**src/rtl/ps2_pkg.sv**
```systemverilog
// Shared PS/2 definitions: host transmitter state encoding, default
// timing constants, common keyboard command codes and frame builder.
package ps2_pkg;

    typedef enum logic [2:0] {
        ST_IDLE,
        ST_INHIBIT,
        ST_RTS,
        ST_SHIFT,
        ST_ACK,
        ST_RELEASE
    } tx_state_t;

    localparam int INHIBIT_CYCLES_DEF = 3000;
    localparam int RTS_CYCLES_DEF     = 16;
    localparam int TIMEOUT_CYCLES_DEF = 400000;
    localparam int FILTER_LEN_DEF     = 8;

    localparam logic [7:0] CMD_SET_LEDS  = 8'hED;
    localparam logic [7:0] CMD_TYPEMATIC = 8'hF3;
    localparam logic [7:0] CMD_ENABLE    = 8'hF4;
    localparam logic [7:0] CMD_RESET     = 8'hFF;
    localparam logic [7:0] RSP_ACK       = 8'hFA;

    // {stop, odd parity, d7..d0}; shifted out LSB first
    function automatic logic [9:0] tx_frame(input logic [7:0] d);
        return {1'b1, ~^d, d};
    endfunction

endpackage

```
**src/rtl/ps2_line_filter.sv**
```systemverilog
// PS/2 line conditioner: 2-FF synchronizer plus glitch filter.
// Ports: clk, reset_n (sync, active low), line (async in),
// level (filtered level), fall (1-cycle pulse on filtered 1->0).
module ps2_line_filter
    import ps2_pkg::*;
#(
    parameter int FILTER_LEN = FILTER_LEN_DEF
) (
    input  logic clk,
    input  logic reset_n,
    input  logic line,
    output logic level,
    output logic fall
);

    localparam int CW = $clog2(FILTER_LEN + 1);

    logic          sync1;
    logic          sync2;
    logic [CW-1:0] cnt;

    // level flips only after FILTER_LEN consecutive differing samples
    always_ff @(posedge clk) begin
        if (!reset_n) begin
            sync1 <= 1'b1;
            sync2 <= 1'b1;
            level <= 1'b1;
            cnt   <= '0;
            fall  <= 1'b0;
        end else begin
            sync1 <= line;
            sync2 <= sync1;
            fall  <= 1'b0;
            if (sync2 == level) begin
                cnt <= '0;
            end else if (cnt == CW'(FILTER_LEN - 1)) begin
                level <= sync2;
                cnt   <= '0;
                fall  <= level;
            end else begin
                cnt <= cnt + 1'b1;
            end
        end
    end

endmodule

```
**src/rtl/ps2_host_tx.sv**
```systemverilog
// Host-to-device PS/2 transmitter: inhibit, request-to-send, shift a
// byte on device clock falls, check ACK, with timeout.
// Ports: clk, reset_n, ps2_clk/ps2_data (line levels), ps2_clk_oe/
// ps2_data_oe (1 = pull low), tx_data/tx_valid/tx_ready (request),
// tx_done/tx_error (1-cycle result), rx_inhibit (busy flag to receiver).
module ps2_host_tx
    import ps2_pkg::*;
#(
    parameter int INHIBIT_CYCLES = INHIBIT_CYCLES_DEF,
    parameter int RTS_CYCLES     = RTS_CYCLES_DEF,
    parameter int TIMEOUT_CYCLES = TIMEOUT_CYCLES_DEF,
    parameter int FILTER_LEN     = FILTER_LEN_DEF
) (
    input  logic       clk,
    input  logic       reset_n,
    input  logic       ps2_clk,
    input  logic       ps2_data,
    output logic       ps2_clk_oe,
    output logic       ps2_data_oe,
    input  logic [7:0] tx_data,
    input  logic       tx_valid,
    output logic       tx_ready,
    output logic       tx_done,
    output logic       tx_error,
    output logic       rx_inhibit
);

    tx_state_t   state;
    tx_state_t   state_next;
    logic [9:0]  frame;
    logic [3:0]  bit_cnt;
    logic [18:0] cnt;
    logic        data_drv;
    logic        data_meta;
    logic        data_sync;
    logic        clk_level;
    logic        fall;
    logic        load;
    logic        cnt_clr;
    logic        shift_en;
    logic        timeout;

    ps2_line_filter #(
        .FILTER_LEN (FILTER_LEN)
    ) u_clk_filter (
        .clk     (clk),
        .reset_n (reset_n),
        .line    (ps2_clk),
        .level   (clk_level),
        .fall    (fall)
    );

    // one counter serves inhibit, RTS, and the SHIFT..ACK timeout
    assign timeout    = (cnt == 19'(TIMEOUT_CYCLES));
    assign rx_inhibit = (state != ST_IDLE);

    always_ff @(posedge clk) begin
        if (!reset_n) begin
            state <= ST_IDLE;
        end else begin
            state <= state_next;
        end
    end

    always_comb begin
        state_next  = state;
        load        = 1'b0;
        cnt_clr     = 1'b0;
        shift_en    = 1'b0;
        tx_ready    = 1'b0;
        tx_done     = 1'b0;
        tx_error    = 1'b0;
        ps2_clk_oe  = 1'b0;
        ps2_data_oe = 1'b0;
        unique case (state)
            ST_IDLE: begin
                tx_ready = 1'b1;
                if (tx_valid) begin
                    load       = 1'b1;
                    cnt_clr    = 1'b1;
                    state_next = ST_INHIBIT;
                end
            end
            ST_INHIBIT: begin
                ps2_clk_oe = 1'b1;
                if (cnt == 19'(INHIBIT_CYCLES - 1)) begin
                    cnt_clr    = 1'b1;
                    state_next = ST_RTS;
                end
            end
            ST_RTS: begin
                ps2_clk_oe  = 1'b1;
                ps2_data_oe = 1'b1;
                if (cnt == 19'(RTS_CYCLES - 1)) begin
                    cnt_clr    = 1'b1;
                    state_next = ST_SHIFT;
                end
            end
            ST_SHIFT: begin
                ps2_data_oe = data_drv;
                if (timeout) begin
                    ps2_data_oe = 1'b0;
                    tx_error    = 1'b1;
                    state_next  = ST_IDLE;
                end else if (fall) begin
                    shift_en = 1'b1;
                    if (bit_cnt == 4'd9) begin
                        state_next = ST_ACK;
                    end
                end
            end
            ST_ACK: begin
                if (timeout) begin
                    tx_error   = 1'b1;
                    state_next = ST_IDLE;
                end else if (fall) begin
                    if (data_sync) begin
                        tx_error   = 1'b1;
                        state_next = ST_IDLE;
                    end else begin
                        state_next = ST_RELEASE;
                    end
                end
            end
            ST_RELEASE: begin
                if (clk_level && data_sync) begin
                    tx_done    = 1'b1;
                    state_next = ST_IDLE;
                end
            end
            default: state_next = ST_IDLE;
        endcase
    end

    always_ff @(posedge clk) begin
        if (!reset_n) begin
            data_meta <= 1'b1;
            data_sync <= 1'b1;
            frame     <= '0;
            bit_cnt   <= '0;
            cnt       <= '0;
            data_drv  <= 1'b0;
        end else begin
            data_meta <= ps2_data;
            data_sync <= data_meta;
            if (cnt_clr) begin
                cnt <= '0;
            end else if (state != ST_IDLE && state != ST_RELEASE) begin
                cnt <= cnt + 19'd1;
            end
            // data_drv holds the start bit low until the first fall
            if (load) begin
                frame    <= tx_frame(tx_data);
                bit_cnt  <= '0;
                data_drv <= 1'b1;
            end else if (shift_en) begin
                data_drv <= ~frame[bit_cnt];
                bit_cnt  <= bit_cnt + 4'd1;
            end
        end
    end

endmodule
```
**config.mk**
```make
export PLATFORM = sky130hd
export DESIGN_NAME = ps2_host_tx
export DESIGN_NICKNAME = d
export VERILOG_FILES = /design/src/rtl/ps2_pkg.sv /design/src/rtl/ps2_line_filter.sv /design/src/rtl/ps2_host_tx.sv
export SDC_FILE = /design/constraint.sdc
export NUM_CORES = 1
export LEC_CHECK = 0
export CORE_ASPECT_RATIO = 1.75
export CORE_MARGIN = 4
export CORE_UTILIZATION = 56
export CTS_CLUSTER_SIZE = 10
export DETAILED_ROUTE_END_ITERATION = 7
export DONT_BUFFER_PORTS = 1
export HOLD_SLACK_MARGIN = 0.12
export MAX_ROUTING_LAYER = met4
export PLACE_DENSITY = 0.74
export SLEW_MARGIN = 20
export SYNTH_ARGS = -nofsm -noshare
export SYNTH_HDL_FRONTEND = slang
export SYNTH_SLANG_ARGS = --single-unit
export TNS_END_PERCENT = 20
```
**constraint.sdc**
```tcl
create_clock -name clk -period 2 [get_ports clk]
set_clock_uncertainty 0.15 [all_clocks]
set_input_delay 0.2 -clock clk [delete_from_list [all_inputs] [get_ports clk]]
set_output_delay 0.2 -clock clk [all_outputs]
set_load 0.005 [all_outputs]
```
# After elaboration in Yosys (flattened, before gate mapping)
# Cells that the tools add are included.
[op_classes]
n_addsub = 3
reduce_logical = 13
mux = 34
n_eq_ne = 19
div = 0
shifts = 0
bitwise_logic = 4
n_mul = 0
n_lt_le_gt_ge = 1
[ops]
columns = ["cell", "count"]
rows = [
  ["2-to-1 mux 3 bit", 10],
  ["adder 19 x 1 -> 19 bit (second input constant)", 1],
  ["equality test 19 x 12 -> 1 bit (second input constant)", 1],
  ["equality test 19 bit (second input constant)", 1],
  ["equality test 19 x 4 -> 1 bit (second input constant)", 1],
  ["2-to-1 mux 1 bit", 19],
  ["case mux 3 bit (6 select lines)", 1],
  ["adder 4 x 1 -> 4 bit (second input constant)", 2],
  ["inequality test 2 bit (second input constant)", 4],
  ["XNOR reduction 8 bit", 1],
  ["AND reduction 7 bit", 1],
  ["equality test 3 x 2 -> 1 bit (second input constant)", 2],
  ["equality test 3 bit (second input constant)", 2],
  ["inequality test 3 x 2 -> 1 bit (second input constant)", 2],
  ["inequality test 3 bit (second input constant)", 2],
  ["OR reduction 2 bit", 3],
  ["OR reduction 3 bit", 2],
  ["less-than comparator 4 x 5 -> 1 bit (second input constant)", 1],
  ["binary-select mux 1 bit (select 4 bit)", 1],
  ["equality test 4 x 3 -> 1 bit (second input constant)", 1],
  ["equality test 4 bit (second input constant)", 1],
  ["NOT 1 bit", 4],
  ["case mux 1 bit (2 select lines)", 2],
  ["equality test 3 x 1 -> 1 bit (second input constant)", 1],
  ["other kinds (7)", 8],
]
[word_totals]
in_bits = 13
romBits = 0
register_bits = 47
ramBits = 0
output_inout_bits = 6
latchBits = 0
wordCells = 86
n_memories = 0

# Depth between registers and ports, before layout
# Gate-level depths: netlist (run 1).
[logic_depth]
ltp_word = 5
depth_mapped = 8
ltp_nobuf = 7

# By module
# From an unflattened synthesis (run 1), not the netlist that was laid out.
[unflattened]
cells_unflattened = 271
hier_area_um2 = 2307.2
[modules_own_cells]
columns = ["module", "area_per_inst_um2", "cells_each", "seq_area_each_um2", "instances"]
rows = [
  ["ps2_host_tx", 2033.2, 245, 780.7, 1],
  ["ps2_line_filter", 274.0, 26, 160.2, 1],
]

# Least setup slack after synthesis (run 1)
# No wires, ideal clock.
[synth_path]
path_kind = "register -> register"
startpoint = "reg cnt[4]"
endpoint = "reg cnt[0]"
setup_time_ps = 115
setup_slack_ps = -54
path_buffers = 2
stages_incl_launch_ff = 8
synth_period_minus_slack_ps = 2054
arrival_ps = 1789
t_required_ps = 1735
path_cell_list = "dfxtp_1 -> or3_4 -> or4_4 -> nor3_2 -> a221o_2 -> buf_6 -> buf_6 -> nor2_1"
[synth_between]
elab_chain_cells = 4
elab_cells_between_ends = 6
classes_between = "eq/ne (2); mux (3); reduce/logical (1)"
[synth_rtl]
columns = ["item", "line", "text"]
rows = [
  ["start, declared", "ps2_host_tx.sv:32", "logic [18:0] cnt;"],
  ["start signal, assigned", "ps2_host_tx.sv:149", "cnt <= cnt + 19'd1;"],
  ["equality test 19 x 4 -> 1 bit or equality test 19 x 12 -> 1 bit (tied branches)", "ps2_host_tx.sv:94, ps2_host_tx.sv:86", ""],
  ["2-to-1 mux 1 bit (on tied branches)", "ps2_host_tx.sv:94, ps2_host_tx.sv:86", ""],
  ["case mux 1 bit (3 select lines) (*)", "ps2_host_tx.sv:75", "unique case (state)"],
  ["OR reduction 2 bit (no source line) (*)", "-", ""],
]
# Mark *: on every way between the ends. The rest lies on a longest branch, timed or not.
# A chain may end at the register's enable or synchronous reset.

# Worst setup path after layout (run 1)
[layout_path]
startpoint = "reg cnt[4]"
endpoint = "reg cnt[8]"
[layout_between]
elab_chain_cells = 4
elab_cells_between_ends = 7
classes_between = "add/sub (1); eq/ne (2); mux (3); reduce/logical (1)"
[layout_rtl]
columns = ["item"]
rows = [
  ["parallel branches: the longest is 4 deep, another holds adder 19 x 1 -> 19 bit"],
]
# Several ways; the timed one is not identified.

==> impl_metrics.tcl, run 1 <==
set metrics [dict create \
    whs_ps 171.9 \
    synthMostInstantiatedCell "dfxtp_1" \
    rr_startpoint "cnt[4]" \
    rows 31 \
    drt_iter0_drc 61 \
    antenna_found_initial 0 \
    place_hpwl_um 3804 \
    drc 0 \
    critPathMaxStageDelay_ps 480 \
    crit_chain "or3_4 > or4_4 > nor3_4 > a221o_2 > buf_12 > nor2_1" \
    tightest_slew_ps 483.5 \
    clk_pin_slew_ps 90 \
    setup_violations 24 \
    cellLeakagePower_nw 1.081 \
    period_share_pct 105.4 \
    clk_latency_ps 310 \
    grt_pass1_vias 2151 \
    initial_core_util_pct 57.64 \
    synthCells 282 \
    ff2ff_setup_slack_ps -110 \
    maxSlewHeadroom_pct 67.69 \
    track_usage_pct 23.27 \
    yosysTopAreaCellShare_pct 39.33 \
    grt_setup_unrepaired "yes" \
    synth_commonest_cells "47 x dfxtp_1, 40 x nor2_1, 36 x nand2_1, 24 x xnor2_1, 13 x a21oi_1" \
    routed_wl_um 5730 \
    routed_via_density 5.671 \
    hp-class "input pin to flip-flop" \
    worstHoldStart "tx_valid" \
    grt_pass1_wl_um 9722 \
    finalMaxSlewViolations 0 \
    worstPathBufferInverterCount 1 \
    cts_buffer_depth 2 \
    io-pin-count 19 \
    die_area_um2 5422 \
    required_ps 2050 \
    path_delay_family "simple AND/OR/NAND/NOR gates" \
    async_reset_ff_share_pct 0 \
    num_vias 2121 \
    status "finished with violations" \
    worstHoldPathCells 3 \
    numCtsBuffers 5 \
    synth-edff-count 0 \
    timing.rr.end "cnt[8]" \
    period_minus_slack_ps 2107 \
    wl_per_cell_um 15.32 \
    critPathArrivalTime_ps 2150 \
    cts_tree "yes" \
    drv_cap 0 \
    die_width_um 57.41 \
    area_growth_pct 25.68 \
    max_freq_ghz 0.4746 \
    grt_max_degree 20 \
    cts-htree-levels 2 \
    crit_type "flip-flop to flip-flop" \
    synthTopCellsByArea "dfxtp_1 39%, xnor2_1 8.8%, nor2_1 6.3%" \
    ant_nets 0 \
    gp_congestion 0.8535 \
    final_layout_size_suffix_gt1_share_pct 17.54 \
    ys.flop_type "dfxtp_1" \
    cts_sinks 47 \
    ys_ff_latch 47 \
    rr_worst_depth 6 \
    min_to "frame[6]" \
    firstDrtPassIters 4 \
    cts-root-buf "clkbuf_8" \
    fin_ws_ps -107.2 \
    yosysWarningCount 0 \
    powerDensity_nw_per_um2 737.4 \
    startpoint_type "flip-flop" \
    nets 342 \
    synth_area_um2 2392 \
    die_y_um 94.46 \
    cpMaxStageDelayCell "or4_4" \
    core_area_um2 4150 \
    total_power_mw 2.217 \
    syn-num-nets 300 \
    violations "negative setup slack" \
    final_hold_viol_count 0 \
    crit_path_end_kind "flip-flop" \
    synth_area_leader_cell "dfxtp_1" \
    ys_seq_area_share_pct 39.33 \
    grt.overflow.total 0 \
    vdd_ir_drop_max_v 0.0009249 \
    critPathMaxFanout 19 \
    synth_cell_types 49 \
    syn_area_per_cell_um2 8.483 \
    antennaDiodeCount 0 \
    io_buffer_count 0 \
]
==> worst reg2reg max path: cells and delay by family, from the launching register on <==
family	cells	cell delay, ps
and+or+nand+nor	4	1180
DFF	1	330
AOI/OAI and AO/OA	1	210
buffers and inverters	1	150
==> metrics by stage <==
step                worst slack [ps]  instances  area [um2]  setup TNS, ps  utilization (%)
detailed placement            -28.21        342        2580         -351.6            62.16
finish                        -107.2        374        3007          -2102            72.45
global placement              -11.99        342        2580         -11.99            62.16
global route                  -154.8        374        3007          -3294            72.45
floorplan                     -41.66        282        2394         -416.6                -
CTS                           -57.47        374        2972          -1062            71.60
==> area by class of cell <==
type,count,area [um2]
Multi-Input combinational cell,211,1394
Fill cell,325,1144
Sequential cell,47,947.2
Timing Repair Buffer,48,430.4
Clock buffer,6,72.57
Tap cell,49,61.31
Clock inverter,2,60.06
Inverter,11,41.29
==> state kept, by name, summed over array words and instances, names as in the netlist <==
| name | flops |
|---|---|
| u_clk_filter.cnt | 4 |
| data_sync | 1 |
| cnt | 19 |
| u_clk_filter.fall | 1 |
| u_clk_filter.sync2 | 1 |
| frame | 10 |
| state | 3 |
| u_clk_filter.sync1 | 1 |
| data_drv | 1 |
| data_meta | 1 |
| u_clk_filter.level | 1 |
| bit_cnt | 4 |
==> worst max-delay path by stage <==
stage,to,cells after the start,slack (ps),from
6_report,cnt[8],6,-110,cnt[4]
5_1_grt,cnt[9],6,-150,cnt[4]
4_1_cts,cnt[8],6,-60,cnt[8]
3_5_place_dp,state[1],5,-30,cnt[8]
3_3_place_gp,state[1],5,-10,cnt[8]
2_1_floorplan,cnt[0],7,-40,cnt[8]
==> cells in the final DEF, fill, tap and decap left out, types with 3 or more instances in the layout <==
cell / instances
a211oi_1: 3
a21oi_1: 12
and3_1: 5
buf_4: 24
clkbuf_8: 5
dfxtp_1: 42
dfxtp_2: 5
dlygate4sd3_1: 23
ha_1: 5
inv_1: 10
mux2i_1: 4
nand2_1: 34
nand2b_1: 8
nand3_1: 8
nand4_1: 4
nor2_1: 40
nor3_1: 5
nor4_1: 6
o2111ai_1: 3
o21ai_0: 4
xnor2_1: 24
xor2_1: 8
==> metal layers <==
layer	up-vias	wire [um]	global-route usage [%]
li1	1056	-	-
met1	1002	2169	23.52
met4	0	174	10.83
met2	49	3198	42.26
met5	-	0	-
met3	14	188	4.104
==> cells by family after synthesis <==
| logic type | count (synthesis) | share of synthesized area [%] |
|---|---|---|
| and+or+nand+nor | 130 | 27.20 |
| DFF | 47 | 39.33 |
| AOI/OAI and AO/OA | 37 | 10.56 |
| xor gates and xnor gates | 32 | 11.72 |
| buffers and inverters | 24 | 4.550 |
| muxes | 7 | 4.027 |
| adders and majority gates | 5 | 2.615 |
==> where the power goes <==
part	leakage (nW)	internal [mW]	switching (mW)
combinational	0.632	0.182	0.203
sequential	0.384	0.983	0.0342
clock	0.0654	0.499	0.317
==> timing repair <==
action	CTS	global route
setup endpoints to repair	24	24
setup buffers	1	0
endpoints found under the hold margin	28	0
cloned	0	0
pin swaps	9	9
hold buffers	23	0
resized for setup	5	11
No activity file was read; power rests on OpenSTA's default activity.
==> run 2: changes to the inputs <==
--- a/config.mk
+++ b/config.mk
@@ -5,15 +5,15 @@
 export SDC_FILE = /design/constraint.sdc
 export NUM_CORES = 1
 export LEC_CHECK = 0
+export ABC_AREA = 1
 export CORE_ASPECT_RATIO = 1.75
 export CORE_MARGIN = 4
-export CORE_UTILIZATION = 56
+export CORE_UTILIZATION = 34
 export CTS_CLUSTER_SIZE = 10
 export DETAILED_ROUTE_END_ITERATION = 7
 export DONT_BUFFER_PORTS = 1
 export HOLD_SLACK_MARGIN = 0.12
 export MAX_ROUTING_LAYER = met4
-export PLACE_DENSITY = 0.74
 export SLEW_MARGIN = 20
 export SYNTH_ARGS = -nofsm -noshare
 export SYNTH_HDL_FRONTEND = slang
==> run 2 against run 1 <==
The flow now finishes without violations. Largest power group unchanged. Maximum frequency up 10%. Power up 19%. Highest routed layer unchanged. Clock-buffer cell count down 1.
==> impl_metrics.tcl, run 2 <==
set metrics [dict create \
    status "completed" \
    antennaDiodeCount 0 \
    required_ps 1650 \
    io-pin-count 19 \
    ff2ff_setup_slack_ps 210 \
    ys.flop_type "dfxtp_1" \
    period_minus_slack_ps 1915 \
    largest_register "cnt" \
    rr_worst_depth 9 \
    startpoint_type "flip-flop" \
    hp-class "input pin to flip-flop" \
    die_y_um 121.6 \
    maxSlewHeadroom_pct 72.99 \
    clk_pin_slew_ps 60 \
    layout_commonest_cell "nand2_1" \
    max_freq_ghz 0.5223 \
    multiInputGateArea_um2 1391 \
    powerDensity_nw_per_um2 914.4 \
    drc 0 \
    layout_common_cells "67 x nand2_1, 57 x nor2_1, 46 x dfxtp_1" \
    timing.rr.end "cnt[12]" \
    largestRegisters "cnt x19, frame x10" \
    cellLeakagePower_nw 1.098 \
    crit_path_end_kind "primary output" \
    critPathMaxFanout 5 \
    setup_violations 0 \
    tightest_slew_ps 404.7 \
    grt.overflow.total 0 \
    synth_commonest_cells "68 x nand2_1, 58 x nor2_1, 47 x dfxtp_1, 43 x inv_1, 28 x a21oi_1" \
    ys_ff_latch 47 \
    fillCellCount 790 \
    ant_nets 0 \
    synth_area_um2 2506 \
    antenna_found_initial 0 \
    period_share_pct 95.74 \
    syn_area_per_cell_um2 6.962 \
    rr_startpoint "state[1]" \
    worstHoldStart "reset_n" \
    yosysTopAreaCellShare_pct 37.54 \
    rows 41 \
    total_power_mw 2.643 \
    vdd_ir_drop_max_v 0.0008209 \
    grt_pass1_wl_um 9632 \
    numCtsBuffers 5 \
    synthMostInstantiatedCell "nand2_1" \
    fin_ws_ps 85.21 \
    routed_wl_um 5676 \
    place_hpwl_um 4246 \
    min_to "data_drv" \
    post-place-ws_ps 144.2 \
    crit_type "flip-flop to primary output" \
    initial_core_util_pct 34.90 \
    clk_latency_ps 290 \
    drt_iter0_drc 102 \
    synthTopCellsByArea "dfxtp_1 38%, nand2_1 10%, nor2_1 8.7%" \
    syn-num-nets 378 \
    synth_cell_types 34 \
    nets 394 \
    num_vias 2237 \
    routed_via_density 4.832 \
    whs_ps 115.7 \
    yosysWarningCount 0 \
    cts-root-buf "clkbuf_16" \
    die_width_um 72.90 \
    cts_setup_buffers 0 \
    seqCellArea_um2 942.2 \
    die_area_um2 8863 \
    synthCells 360 \
    synth_area_leader_cell "dfxtp_1" \
    area_growth_pct 15.33 \
    grt_max_degree 20 \
    io_buffer_count 0 \
    synth-edff-count 0 \
    cts_sinks 47 \
    finalMaxSlewViolations 0 \
    async_reset_ff_share_pct 0 \
    firstDrtPassIters 6 \
    cts-htree-levels 2 \
    core_area_um2 7182 \
    ys_seq_area_share_pct 37.54 \
    cts_tree "yes" \
    grt_setup_unrepaired "yes" \
    grt_pass1_vias 2276 \
    gp_congestion 0.8117 \
    critPathArrivalTime_ps 1560 \
    final_layout_size_suffix_gt1_share_pct 9.814 \
    drv_cap 0 \
    final_hold_viol_count 0 \
    track_usage_pct 14.54 \
    worstHoldPathCells 2 \
    cts_buffer_depth 2 \
    wl_per_cell_um 12.26 \
    largest_reg_flops 19 \
]
-- run 2: cell count changes after synthesis, sizes merged, moves of 9 or more --
cell,change
nand2,+38
xnor2,-15
nor3,+9
nor2,+24
inv,+34
nand3,+18
a21oi,+15
-- run 2: area by class of cell --
type | count | area share [%]
multi-input combinational | 263 | 48.14
sequential | 47 | 32.60
inverter | 45 | 6.017
timing repair buffer | 14 | 4.675
clock buffer | 5 | 4.329
tap | 86 | 3.723
clock inverter | 3 | 0.5195
-- run 2: logic make-up (layout without fill, tap and decap cells) --
family	count (synthesis)	count (layout)	synth area share [%]
simple gates	191	191	35.10
flops	47	47	37.54
compound gates	49	49	10.53
xor+xnor	18	18	6.291
buf+inv	50	67	8.037
fa+ha+maj	5	5	2.496
-- run 2: worst max-delay path by stage --
stage,slack (ps),end,cells past startpoint,from
finish,90,ps2_data_oe,7,cnt[0]
CTS,20,ps2_data_oe,7,cnt[0]
global placement,170,state[1],11,cnt[1]
floorplan,360,state[0],10,cnt[0]
detailed placement,140,state[0],10,cnt[1]
global route,-20,cnt[11],9,state[1]
-- run 2: where the power goes --
group	switching [mW]	internal, mW
registers	0.0675	1.03
clock network	0.346	0.456
logic	0.486	0.253
-- run 2: layer usage --
metal / share of wire, % / global-route usage [%]
met1: 37 / 13.10
met5: 0 / -
met3: 4.1 / 3.468
met4: 3.2 / 7.506
met2: 56 / 27.15
-- run 2: what timing repair did --
action / 4_1_cts / 5_1_grt
resized for setup: 1 / 8
setup endpoints to repair: 1 / 15
hold buffers: 12 / 0
pin swaps: 0 / 0
hold endpoints to repair: 21 / 0
cloned: 0 / 0
-- run 2: through the flow --
stage / cells / setup TNS (ps) / util [%] / cell area (um2)
after floorplan: 360 / 0 / - / 2506
after detailed placement: 443 / 0 / 36.22 / 2601
after global placement: 443 / 0 / 36.22 / 2601
after CTS: 463 / 0 / 39.84 / 2861
after global routing: 463 / -19.98 / 40.24 / 2890
final: 463 / 0 / 40.24 / 2890
-- run 2: critical path: stages, from the launching register on --
cell and delay, ps:
dfxtp_1 370, inv_1 80, ha_1 210, nand2_1 60, nor3_1 40, nand3_1 170, nand2_2 120, o21ai_1 230
==> run 3: changes to the inputs <==
--- a/config.mk
+++ b/config.mk
@@ -6,6 +6,7 @@
 export NUM_CORES = 1
 export LEC_CHECK = 0
 export ABC_AREA = 1
+export CAP_MARGIN = 15
 export CORE_ASPECT_RATIO = 1.75
 export CORE_MARGIN = 4
 export CORE_UTILIZATION = 34
==> results of run 3 <==
Same layout as run 2: the final DEF is identical, and so are final timing and power.
